--- config.mk ---
export PLATFORM = sky130hd
export DESIGN_NAME = add_sched_flat
export DESIGN_NICKNAME = d
export VERILOG_FILES = /design/src/rtl/add_sched_pkg.sv /design/src/rtl/add_sched_if.sv /design/src/rtl/add.sv /design/src/rtl/rr_arbiter.sv /design/src/rtl/add_sched.sv /design/src/flat_wrapper.sv
export VERILOG_INCLUDE_DIRS = /design/src /design/src/rtl
export SDC_FILE = /design/constraint.sdc
export NUM_CORES = 1
export LEC_CHECK = 0
export CAP_MARGIN = 20
export CORE_AREA = 2 2 53 79
export CTS_CLUSTER_DIAMETER = 40
export CTS_CLUSTER_SIZE = 12
export DETAILED_ROUTE_END_ITERATION = 8
export DIE_AREA = 0 0 55 81
export DONT_BUFFER_PORTS = 1
export PLACE_DENSITY = 0.65
export SYNTH_ARGS = -nofsm -noshare
export SYNTH_HDL_FRONTEND = slang
export SYNTH_SLANG_ARGS = --single-unit
--- constraint.sdc ---
create_clock -name clk -period 3.9 [get_ports clk]
set_input_delay 0.975 -clock clk [delete_from_list [all_inputs] [get_ports clk]]
set_output_delay 0.975 -clock clk [all_outputs]
set_load 0.005 [all_outputs]
--- src/rtl/add_sched_defs.vh ---
// +------------------------------------------------------------------------+
// | File    : add_sched_defs.vh                                            |
// | Purpose : Derived fixed-point format constants and a parameter         |
// |           consistency check. Included inside the add_sched module      |
// |           body; relies on its parameters and on add_sched_pkg.         |
// | Rev     : 1.0  initial release                                         |
// +------------------------------------------------------------------------+

// Integer bits (including sign) of each operand and of the sum.
localparam int INT_A   = N_BITS_A - BIN_PT_A;
localparam int INT_B   = N_BITS_B - BIN_PT_B;
localparam int INT_OUT = N_BITS_OUT - BIN_PT_OUT;

// Output format implied by the operand formats.
localparam int BIN_PT_OUT_CALC = max_int(BIN_PT_A, BIN_PT_B);
localparam int N_BITS_OUT_CALC = max_int(INT_A, INT_B) + 1 + BIN_PT_OUT_CALC;

// Alignment pads: LSB zero-fill and MSB sign-extension per operand.
localparam int PAD_LO_A = BIN_PT_OUT - BIN_PT_A;
localparam int PAD_HI_A = INT_OUT - INT_A;
localparam int PAD_LO_B = BIN_PT_OUT - BIN_PT_B;
localparam int PAD_HI_B = INT_OUT - INT_B;

// Id tag width implied by the requester count.
localparam int ID_W_CALC = (N_REQ > 1) ? $clog2(N_REQ) : 1;

if ((N_BITS_OUT != N_BITS_OUT_CALC) || (BIN_PT_OUT != BIN_PT_OUT_CALC) ||
    (ID_W != ID_W_CALC) || (PAD_LO_A < 0) || (PAD_LO_B < 0) ||
    (PAD_HI_A < 1) || (PAD_HI_B < 1)) begin : g_param_chk
  $error("add_sched: N_BITS_OUT/BIN_PT_OUT/ID_W inconsistent with operand formats");
end

--- src/rtl/add_sched_pkg.sv ---
`default_nettype none
// +------------------------------------------------------------------------+
// | Module  : add_sched_pkg                                                |
// | Purpose : Shared helpers for the shared-adder scheduler. Holds the     |
// |           constant function used to derive the fixed-point formats.    |
// | Ports   : none (package)                                               |
// | Rev     : 1.0  initial release                                         |
// +------------------------------------------------------------------------+
package add_sched_pkg;

  // Constant-foldable maximum, used in localparam derivations.
  function automatic int max_int(input int x, input int y);
    return (x > y) ? x : y;
  endfunction

endpackage
`default_nettype wire

--- src/rtl/add_sched_if.sv ---
`default_nettype none
// +------------------------------------------------------------------------+
// | Module  : add_sched_if                                                 |
// | Purpose : Requester-side and result-side signals of the shared-adder   |
// |           scheduler.                                                   |
// | Ports   : req/a_in/b_in -> ack (request side, operands packed per id)  |
// |           out_valid/out_ready/out_id/out_sum (result side)             |
// |           master = requesters + result sink, slave = scheduler         |
// | Rev     : 1.0  initial release                                         |
// +------------------------------------------------------------------------+
interface add_sched_if #(
  parameter int N_REQ      = 4,
  parameter int ID_W       = 2,
  parameter int N_BITS_A   = 3,
  parameter int N_BITS_B   = 4,
  parameter int N_BITS_OUT = 6
) ();
  logic [N_REQ-1:0]          req;
  logic [N_REQ*N_BITS_A-1:0] a_in;
  logic [N_REQ*N_BITS_B-1:0] b_in;
  logic [N_REQ-1:0]          ack;
  logic                      out_valid;
  logic                      out_ready;
  logic [ID_W-1:0]           out_id;
  logic [N_BITS_OUT-1:0]     out_sum;

  modport master (
    output req, a_in, b_in, out_ready,
    input  ack, out_valid, out_id, out_sum
  );

  modport slave (
    input  req, a_in, b_in, out_ready,
    output ack, out_valid, out_id, out_sum
  );
endinterface
`default_nettype wire

--- src/rtl/add.sv ---
`default_nettype none
// +------------------------------------------------------------------------+
// | Module  : add                                                          |
// | Purpose : Combinational signed fixed-point adder. Aligns both operands |
// |           to (N_BITS_OUT, BIN_PT_OUT) by sign extension and LSB zero   |
// |           padding, then adds modulo 2^N_BITS_OUT.                      |
// | Ports   : a[N_BITS_A]     in  operand a, (N_BITS_A, BIN_PT_A)          |
// |           b[N_BITS_B]     in  operand b, (N_BITS_B, BIN_PT_B)          |
// |           sum[N_BITS_OUT] out aligned sum                              |
// | Rev     : 1.0  initial release                                         |
// +------------------------------------------------------------------------+
module add #(
  parameter int N_BITS_A   = 3,
  parameter int BIN_PT_A   = 1,
  parameter int N_BITS_B   = 4,
  parameter int BIN_PT_B   = 3,
  parameter int N_BITS_OUT = 6,
  parameter int BIN_PT_OUT = 3
) (
  input  logic [N_BITS_A-1:0]   a,
  input  logic [N_BITS_B-1:0]   b,
  output logic [N_BITS_OUT-1:0] sum
);

  localparam int SHIFT_A = BIN_PT_OUT - BIN_PT_A;
  localparam int SHIFT_B = BIN_PT_OUT - BIN_PT_B;

  logic [N_BITS_OUT-1:0] w_a_al;
  logic [N_BITS_OUT-1:0] w_b_al;

  // Sized cast of a signed operand sign-extends; the shift zero-pads LSBs.
  assign w_a_al = N_BITS_OUT'($signed(a)) << SHIFT_A;
  assign w_b_al = N_BITS_OUT'($signed(b)) << SHIFT_B;
  assign sum    = w_a_al + w_b_al;

endmodule
`default_nettype wire

--- src/rtl/rr_arbiter.sv ---
`default_nettype none
// +------------------------------------------------------------------------+
// | Module  : rr_arbiter                                                   |
// | Purpose : Combinational round-robin pick. Searches req upward from     |
// |           pointer+1 (mod N_REQ) and grants the first set index.        |
// | Ports   : req[N_REQ]      in  request vector                           |
// |           pointer[ID_W]   in  last granted index                       |
// |           enable          in  grant allowed this cycle                 |
// |           grant[N_REQ]    out one-hot grant (zero when none)           |
// |           grant_idx[ID_W] out binary index of grant                    |
// | Rev     : 1.0  initial release                                         |
// +------------------------------------------------------------------------+
module rr_arbiter #(
  parameter int N_REQ = 4,
  parameter int ID_W  = 2
) (
  input  logic [N_REQ-1:0] req,
  input  logic [ID_W-1:0]  pointer,
  input  logic             enable,
  output logic [N_REQ-1:0] grant,
  output logic [ID_W-1:0]  grant_idx
);

  logic            w_found;
  logic [ID_W-1:0] w_cand;

  // k=N_REQ wraps back to pointer itself, so the last grantee is
  // considered only when nobody else is requesting.
  always_comb begin
    grant     = '0;
    grant_idx = '0;
    w_found   = 1'b0;
    w_cand    = '0;
    for (int k = 1; k <= N_REQ; k++) begin
      w_cand = ID_W'((int'(pointer) + k) % N_REQ);
      if (enable && !w_found && req[w_cand]) begin
        grant[w_cand] = 1'b1;
        grant_idx     = w_cand;
        w_found       = 1'b1;
      end
    end
  end

endmodule
`default_nettype wire

--- src/rtl/add_sched.sv ---
`default_nettype none
// +------------------------------------------------------------------------+
// | Module  : add_sched                                                    |
// | Purpose : Round-robin scheduler sharing one fixed-point adder among    |
// |           N_REQ requesters. Two register stages: S1 holds the granted  |
// |           operands and id, S2 holds the tagged sum. Full throughput    |
// |           with valid/ready backpressure on the result.                 |
// | Ports   : clk  in  rising-edge clock                                   |
// |           rst  in  asynchronous active-high reset                      |
// |           bus  slave modport of add_sched_if (req/a_in/b_in/ack,       |
// |                out_valid/out_ready/out_id/out_sum)                     |
// | Rev     : 1.0  initial release                                         |
// +------------------------------------------------------------------------+
module add_sched
  import add_sched_pkg::*;
#(
  parameter int N_REQ      = 4,
  parameter int ID_W       = 2,
  parameter int N_BITS_A   = 3,
  parameter int BIN_PT_A   = 1,
  parameter int N_BITS_B   = 4,
  parameter int BIN_PT_B   = 3,
  parameter int N_BITS_OUT = 6,
  parameter int BIN_PT_OUT = 3
) (
  input  logic     clk,
  input  logic     rst,
  add_sched_if.slave bus
);

  `include "add_sched_defs.vh"

  logic [ID_W-1:0]       r_ptr;
  logic                  r_s1_valid;
  logic [ID_W-1:0]       r_s1_id;
  logic [N_BITS_A-1:0]   r_s1_a;
  logic [N_BITS_B-1:0]   r_s1_b;
  logic                  r_out_valid;
  logic [ID_W-1:0]       r_out_id;
  logic [N_BITS_OUT-1:0] r_out_sum;

  logic                  w_s2_adv;
  logic                  w_s1_adv;
  logic                  w_arb_en;
  logic [N_REQ-1:0]      w_grant;
  logic [ID_W-1:0]       w_grant_idx;
  logic                  w_grant_any;
  logic [N_BITS_A-1:0]   w_a_sel;
  logic [N_BITS_B-1:0]   w_b_sel;
  logic [N_BITS_OUT-1:0] w_sum;

  assign w_s2_adv = !r_out_valid || bus.out_ready;
  assign w_s1_adv = !r_s1_valid || w_s2_adv;
  // Gating with rst keeps ack low for the whole reset window, not just
  // after the registers have cleared.
  assign w_arb_en = w_s1_adv && !rst;

  rr_arbiter #(
    .N_REQ (N_REQ),
    .ID_W  (ID_W)
  ) u_arb (
    .req       (bus.req),
    .pointer   (r_ptr),
    .enable    (w_arb_en),
    .grant     (w_grant),
    .grant_idx (w_grant_idx)
  );

  assign w_grant_any = |w_grant;
  assign w_a_sel     = bus.a_in[int'(w_grant_idx)*N_BITS_A +: N_BITS_A];
  assign w_b_sel     = bus.b_in[int'(w_grant_idx)*N_BITS_B +: N_BITS_B];

  add #(
    .N_BITS_A   (N_BITS_A),
    .BIN_PT_A   (BIN_PT_A),
    .N_BITS_B   (N_BITS_B),
    .BIN_PT_B   (BIN_PT_B),
    .N_BITS_OUT (N_BITS_OUT),
    .BIN_PT_OUT (BIN_PT_OUT)
  ) u_add (
    .a   (r_s1_a),
    .b   (r_s1_b),
    .sum (w_sum)
  );

  always_ff @(posedge clk or posedge rst) begin
    if (rst) begin
      r_ptr       <= ID_W'(N_REQ - 1);
      r_s1_valid  <= 1'b0;
      r_s1_id     <= '0;
      r_s1_a      <= '0;
      r_s1_b      <= '0;
      r_out_valid <= 1'b0;
      r_out_id    <= '0;
      r_out_sum   <= '0;
    end else begin
      // A grant implies S1 is free or draining this edge, so the load
      // never overwrites an unmoved entry.
      if (w_grant_any) begin
        r_s1_valid <= 1'b1;
        r_s1_id    <= w_grant_idx;
        r_s1_a     <= w_a_sel;
        r_s1_b     <= w_b_sel;
        r_ptr      <= w_grant_idx;
      end else if (w_s2_adv) begin
        r_s1_valid <= 1'b0;
      end

      if (w_s2_adv) begin
        r_out_valid <= r_s1_valid;
        r_out_id    <= r_s1_id;
        r_out_sum   <= w_sum;
      end
    end
  end

  assign bus.ack       = w_grant;
  assign bus.out_valid = r_out_valid;
  assign bus.out_id    = r_out_id;
  assign bus.out_sum   = r_out_sum;

endmodule
`default_nettype wire

--- src/flat_wrapper.sv ---
// flat-port wrapper written by rule: the top's interface ports become plain ports
module add_sched_flat import add_sched_pkg::*;
#(
  parameter int N_REQ      = 4,
  parameter int ID_W       = 2,
  parameter int N_BITS_A   = 3,
  parameter int BIN_PT_A   = 1,
  parameter int N_BITS_B   = 4,
  parameter int BIN_PT_B   = 3,
  parameter int N_BITS_OUT = 6,
  parameter int BIN_PT_OUT = 3
)
  (clk, rst, bus_req, bus_a_in, bus_b_in, bus_out_ready, bus_ack, bus_out_valid, bus_out_id, bus_out_sum);
  add_sched_if #(.N_REQ(N_REQ), .ID_W(ID_W), .N_BITS_A(N_BITS_A), .N_BITS_B(N_BITS_B), .N_BITS_OUT(N_BITS_OUT)) bus_i ();
  input  logic clk;
  input  logic rst;
  input wire logic [$bits(bus_i.req)-1:0] bus_req;
  input wire logic [$bits(bus_i.a_in)-1:0] bus_a_in;
  input wire logic [$bits(bus_i.b_in)-1:0] bus_b_in;
  input wire logic [$bits(bus_i.out_ready)-1:0] bus_out_ready;
  output wire logic [$bits(bus_i.ack)-1:0] bus_ack;
  output wire logic [$bits(bus_i.out_valid)-1:0] bus_out_valid;
  output wire logic [$bits(bus_i.out_id)-1:0] bus_out_id;
  output wire logic [$bits(bus_i.out_sum)-1:0] bus_out_sum;
  assign bus_i.req = bus_req;
  assign bus_i.a_in = bus_a_in;
  assign bus_i.b_in = bus_b_in;
  assign bus_i.out_ready = bus_out_ready;
  assign bus_ack = bus_i.ack;
  assign bus_out_valid = bus_i.out_valid;
  assign bus_out_id = bus_i.out_id;
  assign bus_out_sum = bus_i.out_sum;
  add_sched #(.N_REQ(N_REQ), .ID_W(ID_W), .N_BITS_A(N_BITS_A), .BIN_PT_A(BIN_PT_A), .N_BITS_B(N_BITS_B), .BIN_PT_B(BIN_PT_B), .N_BITS_OUT(N_BITS_OUT), .BIN_PT_OUT(BIN_PT_OUT)) u_core (.clk(clk), .rst(rst), .bus(bus_i));
endmodule
==> flow_summary.yaml <==
worst_setup_path:
  rr_worst_depth: 9
  r2r_end: "u_core.r_s1_b[1]$_DFFE_PP0P_"
  path_max_fanout: 18
  worstPathRequired_ns: 2.92
  arrival_ns: 2.72
  startpoint: "u_core.r_ptr[0]$_DFFE_PP1P_"
  crit_end: "bus_ack[1]"
  r2r_slack_ns: 0.39
  critPathLaunchType: "flip-flop"
  worstReg2RegStart: "u_core.r_ptr[0]$_DFFE_PP1P_"
  critPathKind: "reg -> out"
  end_kind: "output port"
run:
  cap_viol_max_count: 0
logic_synthesis:
  ys_seq_area_share_pct: 32.5
  ys_top_cells_by_area: "dfrtp_1 29%, ha_1 8.5%, mux4_1 8.1%, mux2_4 6.5%, mux2i_1 4.3%"
  syn_area_per_cell_um2: 11.1
  synth_cell_types: 42
  synth_top_cells_by_count: "19 x dfrtp_1, 15 x nand2_1, 11 x ha_1, 10 x a21oi_1, 10 x inv_1"
  syn_area_um2: 1630
  synthArstFlopShare_pct: 100
  ys_warn_count: 0
  syn_nets: 193
  synth_cells: 146
  synth_top_area_share_pct: 29.3
  synthFlopType: "dfrtp_1"
  synth_edf_count: 0
  ys_seq_elements: 21
  synth_top_area_cell: "dfrtp_1"
  yosysMostFrequentCell: "dfrtp_1"
routing:
  vias: 1128
  post_drt_wl_per_cell_um: 17.5
  ant_nets: 0
  viasPerCell: 5.97
  drt_iter0_drc: 33
  first_pass_iters: 5
  drc: 0
  routed_wl_um: 3300
clock_network:
  root_buffer: "clkbuf_8"
  cts.reportedPaths.clkPinSlew_ns: 0.07
  tritoncts: "yes"
  postCtsResizedCells: 0
  clk_path_buf_depth: 2
  htreeDepth: 1
  cts_sinks: 21
  clock_latency_ns: 0.25
  numCtsBuffers: 3
  cts-hold-fix-buffers: 0
  postCtsSetupBuffers: 0
grt:
  antenna_found_initial: 0
  grt_max_degree: 22
  grt_overflow_total: 0
  track_usage_pct: 15.2
  grt_pass1_vias: 1117
  grt_pass1_wl_um: 5090
die:
  dieArea_um2: 4460
  initial_utilization_pct: 42.2
  rows: 28
  fp.dieH_um: 81
  core_um2: 3850
  die_w_um: 55
  boundaryPins: 48
placement:
  io_buffers: 0
  dp_cells: 185
  post-place-ws_ns: 0.347
  hpwl_um: 2630
  gp_congestion: 0.846
layout:
  antennaDiodeCount: 0
  fillers: 370
  regArea_um2: 528
  fin_util_pct: 44.1
  area_growth_pct: 4.47
  instances_no_fill: 189
  layout-drive-gt1-share_pct: 19.4
  multiInputGateArea_um2: 1010
  nets: 192
pwr:
  p_leak_uw: 0.000747
  total_power_uw: 1390
  p_per_area_nw_per_um2: 819
  irDropWorstVdd_mv: 0.326
sta:
  rsz0062_at_grt: "no"
  fmax_mhz: 271
  tightest_slew_ns: 0.760
  final-hold-violation-count: 0
  fin_crit_sh_pct: 94.6
  finalMaxSlewViolations: 0
  fin_crit_ns: 3.69
  fin_ws_ns: 0.209
  finalSetupViolations: 0
  relSlewSlack_pct: 49.3
  clock_skew_ns: 0.000409
  fin_setup_tns_ns: 0
hold_path:
  hp-class: "reg -> reg"
status:
  outcome: "complete, no violations"
==> report_power, final <==
part,internal (uW),switching [uW]
Sequential,334,100
Combinational,431,386
Clock,70.9,67.0
==> stage by stage <==
stage | hold WS [ns] | area (um2)
4_1_cts | 0.492 | 1690
2_1_floorplan | 0.442 | 1630
6_report | 0.504 | 1700
3_5_place_dp | 0.479 | 1650
3_3_place_gp | 0.461 | 1650
5_1_grt | 0.519 | 1700
==> cells by family after synthesis <==
kind of cell | share of synthesized area [%]
xor+xnor | 0.539
buf+inv | 5.39
mux | 27.2
compound gates | 15.7
fa+ha+maj | 9.70
simple gates | 9.01
flops | 32.5
==> registers in the layout, summed over array words and instances, names as in the netlist <==
register and cells:
u_core.r_s1_b 4, u_core.bus.out_valid 1, u_core.bus.out_sum 6, u_core.r_s1_id 2, u_core.r_ptr 2, u_core.bus.out_id 2, u_core.r_s1_valid 1, u_core.r_s1_a 3
==> how the worst min path moves through the flow <==
| stage | from | to | slack [ns] | depth (start not counted) |
|---|---|---|---|---|
| 6_report | u_core.bus.out_sum[2]$_DFFE_PP0P_ | u_core.bus.out_sum[2]$_DFFE_PP0P_ | 0.50 | 2 |
| 5_1_grt | u_core.r_s1_b[0]$_DFFE_PP0P_ | u_core.bus.out_sum[0]$_DFFE_PP0P_ | 0.52 | 2 |
| 4_1_cts | u_core.r_s1_b[0]$_DFFE_PP0P_ | u_core.bus.out_sum[0]$_DFFE_PP0P_ | 0.49 | 2 |
| 3_5_place_dp | u_core.r_s1_b[0]$_DFFE_PP0P_ | u_core.bus.out_sum[0]$_DFFE_PP0P_ | 0.48 | 2 |
| 3_3_place_gp | u_core.r_s1_b[1]$_DFFE_PP0P_ | u_core.bus.out_sum[1]$_DFFE_PP0P_ | 0.46 | 2 |
| 2_1_floorplan | u_core.r_s1_b[1]$_DFFE_PP0P_ | u_core.bus.out_sum[1]$_DFFE_PP0P_ | 0.44 | 2 |
==> cell type report <==
cell class,instances,area share (%)
multi-input cells,107,59.8
well taps,45,3.32
inverters,10,2.21
clock inverters,1,0.295
repair buffers,2,0.884
clock buffers,3,2.43
flip-flops and latches,21,31.1
==> worst max-delay path, stage by stage, from the launching register on <==
cell and delay, ns:
dfstp_2 0.76, inv_1 0.10, ha_1 0.44, mux4_2 0.41
a211oi_2 0.31, a222oi_1 0.17, a21oi_1 0.26
==> cell usage in the layout (no fill, tap or decap), types with 5 or more instances in the layout <==
cell type / n
a21oi_1: 10
dfrtp_1: 19
ha_1: 11
inv_1: 10
mux2_2: 6
mux2_4: 7
mux2i_1: 7
mux4_1: 5
nand2_1: 15
nor2_1: 7
o21ai_0: 6
==> routing by layer <==
layer | up-vias | GRT usage (%) | routed length (um) | part of all wire [%]
met1 | 548 | 17.5 | 1280 | 39
met5 | - | 0 | 0 | 0
met4 | 0 | 4.63 | 17 | 0.51
li1 | 540 | - | - | -
met3 | 2 | 4.78 | 248 | 7.5
met2 | 38 | 26.1 | 1750 | 53
Note: power is estimated with default switching activity, not from simulation.
